--- config.mk ---
export PLATFORM = sky130hd
export DESIGN_NAME = ov5640_size_cfg
export DESIGN_NICKNAME = d
export VERILOG_FILES = /design/src/rtl/ov5640_size_cfg.sv
export SDC_FILE = /design/constraint.sdc
export NUM_CORES = 1
export LEC_CHECK = 0
export CORE_UTILIZATION = 25
export CTS_CLUSTER_SIZE = 14
export DETAILED_ROUTE_END_ITERATION = 7
export SLEW_MARGIN = 0
export SYNTH_ARGS = -nofsm -noshare
export SYNTH_HDL_FRONTEND = slang
export SYNTH_SLANG_ARGS = --single-unit
--- constraint.sdc ---
create_clock -name clk -period 7.5 [get_ports clk]
set_input_delay 1.125 -clock clk [delete_from_list [all_inputs] [get_ports clk]]
set_output_delay 1.125 -clock clk [all_outputs]
set_load 0.01 [all_outputs]
--- src/rtl/ov5640_size_cfg.sv ---
// ---------------------------------------------------------------------------
// ov5640_size_cfg
//
// Turns the selected camera output size and line/frame totals into the fixed
// ten-write OV5640 register sequence. The writes go out one at a time through
// the single-write handshake of the shared SCCB/I2C master. The sequence runs
// once after reset, following a power-up delay. It runs again whenever a
// re-run is requested.
//
// Ports
//   clk            block clock, shared with the I2C master
//   rst            asynchronous reset, active-high
//   cfg_req        one-cycle request for a full re-run of the sequence
//   cmos_h_pixel   output width in pixels              (13 bits)
//   cmos_v_pixel   output height in lines              (13 bits)
//   total_h_pixel  HTS, total line length              (13 bits)
//   total_v_pixel  VTS, total frame length             (13 bits)
//   i2c_done       one-cycle completion pulse from the I2C master
//   i2c_exec       one-cycle start pulse for one write
//   i2c_data       {reg_addr[15:0], reg_data[7:0]}; held until the next write
//   cfg_busy       high while a sequence (including its delays) is running
//   cfg_done       high once a sequence has finished cleanly
//   cfg_err        sticky acknowledge-timeout flag
// ---------------------------------------------------------------------------
module ov5640_size_cfg #(
  parameter logic [15:0] POWER_DLY   = 16'd20000,
  parameter logic [15:0] RST_DLY     = 16'd20000,
  parameter logic [15:0] ACK_TIMEOUT = 16'd65535
) (
  input  logic        clk,
  input  logic        rst,
  input  logic        cfg_req,
  input  logic [12:0] cmos_h_pixel,
  input  logic [12:0] cmos_v_pixel,
  input  logic [12:0] total_h_pixel,
  input  logic [12:0] total_v_pixel,
  input  logic        i2c_done,
  output logic        i2c_exec,
  output logic [23:0] i2c_data,
  output logic        cfg_busy,
  output logic        cfg_done,
  output logic        cfg_err
);

  typedef enum logic [2:0] {
    PWR_WAIT,
    LOAD,
    ISSUE,
    WAIT_ACK,
    RST_WAIT,
    IDLE
  } state_e;

  localparam logic [3:0] LAST_IDX = 4'd9;

  state_e      state_q, state_d;
  logic [15:0] cnt_q, cnt_d;     // shared by both delays and the ack timeout
  logic [3:0]  idx_q, idx_d;
  logic        pend_q, pend_d;
  logic [12:0] h_q, h_d, v_q, v_d, hts_q, hts_d, vts_q, vts_d;
  logic        exec_q, exec_d;
  logic [23:0] data_q, data_d;
  logic        done_q, done_d;
  logic        err_q, err_d;

  // Write list entry for a given index and size snapshot.
  function automatic logic [23:0] wr_entry(
    input logic [3:0]  idx,
    input logic [12:0] h,
    input logic [12:0] v,
    input logic [12:0] hts,
    input logic [12:0] vts
  );
    logic [23:0] e;
    case (idx)
      4'd0:    e = {16'h3008, 8'h82};
      4'd1:    e = {16'h3808, 3'b000, h[12:8]};
      4'd2:    e = {16'h3809, h[7:0]};
      4'd3:    e = {16'h380A, 3'b000, v[12:8]};
      4'd4:    e = {16'h380B, v[7:0]};
      4'd5:    e = {16'h380C, 3'b000, hts[12:8]};
      4'd6:    e = {16'h380D, hts[7:0]};
      4'd7:    e = {16'h380E, 3'b000, vts[12:8]};
      4'd8:    e = {16'h380F, vts[7:0]};
      default: e = {16'h3008, 8'h02};
    endcase
    return e;
  endfunction

  always_comb begin
    // NOTE: every variable gets its hold value first, so no path through the
    // case below can leave one unassigned and infer a latch.
    state_d = state_q;
    cnt_d   = cnt_q;
    idx_d   = idx_q;
    h_d     = h_q;
    v_d     = v_q;
    hts_d   = hts_q;
    vts_d   = vts_q;
    done_d  = done_q;
    err_d   = err_q;
    // A request seen while busy is remembered. This includes the cycle in
    // which the sequence finishes.
    pend_d  = pend_q | (cfg_req & (state_q != IDLE));

    case (state_q)
      PWR_WAIT: begin
        if (cnt_q == POWER_DLY - 16'd1) begin
          state_d = LOAD;
          cnt_d   = '0;
        end else begin
          cnt_d = cnt_q + 16'd1;
        end
      end
      LOAD: begin
        h_d     = cmos_h_pixel;
        v_d     = cmos_v_pixel;
        hts_d   = total_h_pixel;
        vts_d   = total_v_pixel;
        idx_d   = '0;
        done_d  = 1'b0;
        err_d   = 1'b0;
        state_d = ISSUE;
      end
      ISSUE: begin
        state_d = WAIT_ACK;
        cnt_d   = '0;
      end
      WAIT_ACK: begin
        if (i2c_done) begin
          cnt_d = '0;
          if (idx_q == 4'd0) begin
            state_d = RST_WAIT;
          end else if (idx_q == LAST_IDX) begin
            state_d = IDLE;
            done_d  = 1'b1;
          end else begin
            idx_d   = idx_q + 4'd1;
            state_d = ISSUE;
          end
        end else if (cnt_q == ACK_TIMEOUT - 16'd1) begin
          cnt_d   = '0;
          err_d   = 1'b1;
          state_d = IDLE;
        end else begin
          cnt_d = cnt_q + 16'd1;
        end
      end
      RST_WAIT: begin
        if (cnt_q == RST_DLY - 16'd1) begin
          cnt_d   = '0;
          idx_d   = 4'd1;
          state_d = ISSUE;
        end else begin
          cnt_d = cnt_q + 16'd1;
        end
      end
      IDLE: begin
        if (cfg_req || pend_q) begin
          state_d = LOAD;
          pend_d  = 1'b0;
        end
      end
      default: begin
        state_d = PWR_WAIT;
        cnt_d   = '0;
      end
    endcase

    // The write is registered on entry to ISSUE. A write issued straight
    // from LOAD therefore uses the snapshot taken in that same cycle.
    exec_d = (state_d == ISSUE);
    data_d = exec_d ? wr_entry(idx_d, h_d, v_d, hts_d, vts_d) : data_q;
  end

  // NOTE: state registers use non-blocking assignments only, so every flop
  // samples the values from before the edge, whatever the statement order.
  always_ff @(posedge clk or posedge rst) begin
    if (rst) begin
      state_q <= PWR_WAIT;
      cnt_q   <= '0;
      idx_q   <= '0;
      pend_q  <= 1'b0;
      // NOTE: the size snapshot is reset as well. A sequence reads it only
      // after LOAD, so this is not strictly needed, but it keeps the
      // post-reset state fully defined.
      h_q     <= '0;
      v_q     <= '0;
      hts_q   <= '0;
      vts_q   <= '0;
      exec_q  <= 1'b0;
      data_q  <= '0;
      done_q  <= 1'b0;
      err_q   <= 1'b0;
    end else begin
      state_q <= state_d;
      cnt_q   <= cnt_d;
      idx_q   <= idx_d;
      pend_q  <= pend_d;
      h_q     <= h_d;
      v_q     <= v_d;
      hts_q   <= hts_d;
      vts_q   <= vts_d;
      exec_q  <= exec_d;
      data_q  <= data_d;
      done_q  <= done_d;
      err_q   <= err_d;
    end
  end

  assign i2c_exec = exec_q;
  assign i2c_data = data_q;
  assign cfg_done = done_q;
  assign cfg_err  = err_q;
  // The state register sits in PWR_WAIT during reset. Gating with rst keeps
  // busy low for as long as reset is applied.
  assign cfg_busy = ~rst & (state_q != IDLE);

endmodule

==> results_dict.tcl <==
set metrics [dict create \
    die_area_mm2 0.01999 \
    drv_cap 0 \
    grtUsageMet3 0.03611 \
    cts.clk_slew.worst_paths_ns 0.06 \
    nets 566 \
    yosysSeqAreaShare 0.4741 \
    post_synth_inst_count 446 \
    hold_path_class "register to register" \
    sw_frac_of_total 0.3840 \
    areaGrowthSynthToFinish_pct 24.48 \
    wl_um 12340 \
    gp_congestion 0.8425 \
    portBuffers 74 \
    drt-initial-drc-count 346 \
    yosys_warnings 0 \
    antenna_left 0 \
    worstSetupEndpointType "register" \
    slowest_delay_ns 0.69 \
    synthFlopType "dfrtp_1" \
    io_pins 84 \
    initial_core_util 0.2570 \
    fp.dieW_um 141.4 \
    fin_skew_ns 0.01031 \
    yosysTopAreaCell "dfrtp_1" \
    via_per_inst 4.772 \
    worst_setup_path_start_kind "primary input" \
    outcome "complete, no violations" \
    crit_type "primary input to register" \
    grt_pass1_vias 3666 \
    cts_tree "done" \
    synth_cell_types 69 \
    vias 3670 \
    grtUsageMet1 0.1642 \
    cp_max_fo 19 \
    ir_worst_vdd_v 0.0001346 \
    dp.cells 754 \
    yosysTopAreaCellShare 0.4741 \
    finalSetupTns_ns 0 \
    finalNonFillerCells 769 \
    cts_buffers 9 \
    ys_seq_elements 92 \
    grt_usage 0.1291 \
    cp.arrival_ns 4.00 \
    fillers 1960 \
    fp.dieH_um 141.4 \
    finalHoldViolations 0 \
    p_per_area_mw_per_mm2 393.7 \
    final_core_util 0.3199 \
    grt_pass1_wl_um 20030 \
    relSlewSlack 0.4226 \
    cp.required_ns 7.73 \
    post_cts_buffers 0 \
    holdWs_ns 0.4894 \
    cpMaxStageDelayCell "clkdlybuf4s50_1" \
    switchingPower_mw 0.9138 \
    cts_resized 0 \
    dp_hpwl_um 8950 \
    drc_errors 0 \
    top_usage_layer "met2" \
    netlist_top_cells_area "dfrtp_1, mux2_2, nand2_1" \
    htree_levels 3 \
    grt_max_degree 56 \
    cts_buffer_depth 2 \
    wire_per_inst_um 16.04 \
    power_frac_seq 0.330 \
    p_leak_nw 2.451 \
    antennaDiodeCount 0 \
    rows 50 \
    power_mw 2.380 \
    cts_sinks 92 \
    cts_root_buf "clkbuf_16" \
    grt-ovfl-total 0 \
    comb_power_share 0.480 \
    synthesis.area_mm2 0.004856 \
    fin_crit_ns 3.769 \
    drive_above_1_share 0.1945 \
    finalCritPeriodShare 0.5025 \
    synth_area_per_cell_um2 10.89 \
    p_clk_frac 0.191 \
    slew_violations 0 \
    firstDrtPassIters 4 \
    tightest_slew_ns 0.8643 \
    clock_latency_ns 0.35 \
    yosys-top-cells-count "dfrtp_1, mux2_2, nand2_1" \
    async_reset_ff_frac 1.000 \
    setup_viol 0 \
    crit_chain "clkdlybuf4s50_1, o21a_1, mux2i_1, nor2_2, inv_2, nand3_1, a31oi_1, o22a_1, o41a_1" \
    fmax_ghz 0.2654 \
    intPower_mw 1.466 \
    synth.most_common_cell "dfrtp_1" \
    synth_edf_count 0 \
    antenna_found_initial 0 \
    core_mm2 0.01889 \
    hold_buffers 0 \
    rsz0062_at_grt "false" \
    use_met2 0.2147 \
]
==> state kept, by name, indices dropped and copies added, names as in the netlist <==
signal / flops
cfg_err: 1
cfg_done: 1
vts_q: 13
cnt_q: 16
pend_q: 1
i2c_data: 13
v_q: 13
h_q: 13
idx_q: 4
state_q: 3
i2c_exec: 1
hts_q: 13
==> cells by family after synthesis <==
logic type,share of synthesized area
xor+xnor,0.005412
flops,0.4741
mux,0.1512
simple gates,0.1546
compound gates,0.1435
fa+ha+maj,0.01288
buf+inv,0.05746
other cells,0.0007723
==> path summary, 6_finish.rpt <==
check                           start     endpoint  slack, ns  depth (start not counted)
min in group asynchronous         rst     cnt_q[9]       1.25                          2
min reg2reg                    pend_q       pend_q       0.49                          1
max reg2reg                state_q[1]  i2c_data[1]       4.12                          9
min                            pend_q       pend_q       0.49                          1
max in group asynchronous         rst     vts_q[8]       5.13                          3
max                          i2c_done  i2c_data[1]       3.73                          9
==> cell usage in the layout, fill, tap and decap left out, types with 7 or more instances in the layout <==
| cell type | n |
|---|---|
| clkbuf_16 | 9 |
| nand3_1 | 21 |
| dfrtp_1 | 92 |
| conb_1 | 9 |
| clkdlybuf4s50_1 | 74 |
| o21ai_0 | 25 |
| mux2_2 | 54 |
| a21oi_1 | 13 |
| nand2_1 | 43 |
| mux2i_1 | 10 |
| o21ai_1 | 9 |
| nor2_1 | 16 |
| o31ai_1 | 9 |
| a31oi_1 | 7 |
==> worst max-delay path, delay by kind of cell <==
| kind | cells | cell delay, ns |
|---|---|---|
| buffers and inverters | 2 | 0.93 |
| muxes | 1 | 0.18 |
| AOI/OAI and AO/OA | 4 | 0.95 |
| and+or+nand+nor | 2 | 0.79 |
==> layout make-up <==
class | count | area [um^2] | share of cell area
multi-input cells | 313 | 2310 | 0.3821
flip-flops and latches | 92 | 2302 | 0.3809
repair buffers | 77 | 763.2 | 0.1263
well taps | 260 | 325.3 | 0.05382
clock buffers | 12 | 246.5 | 0.04078
inverters | 12 | 51.30 | 0.008487
clock inverters | 3 | 46.29 | 0.007659
==> power groups by stage <==
| stage | Clock [mW] | Sequential (mW) | Combinational (mW) |
|---|---|---|---|
| 6_report | 0.454 | 0.785 | 1.14 |
| 3_3_place_gp | 0 | 0.785 | 1.11 |
| 2_1_floorplan | 0 | 0.760 | 0.870 |
| 3_5_place_dp | 0 | 0.794 | 1.14 |
| 4_1_cts | 0.466 | 0.785 | 1.15 |
| 5_1_grt | 0.488 | 0.808 | 1.25 |
==> metrics by stage <==
step                      setup WS, ns  area [um^2]
final                            3.731         6045
after global routing             3.560         6045
after CTS                        3.758         6045
after detailed placement         3.384         5752
after global placement           3.535         5752
after floorplan                  3.983         4886
==> per-layer routing <==
| layer | vias to the layer above | part of all wire |
|---|---|---|
| met4 | 0 | 0.013 |
| li1 | 1714 | - |
| met1 | 1847 | 0.44 |
| met3 | 16 | 0.046 |
| met2 | 93 | 0.50 |
| met5 | - | 0 |
(Power assumes the default switching activity.)
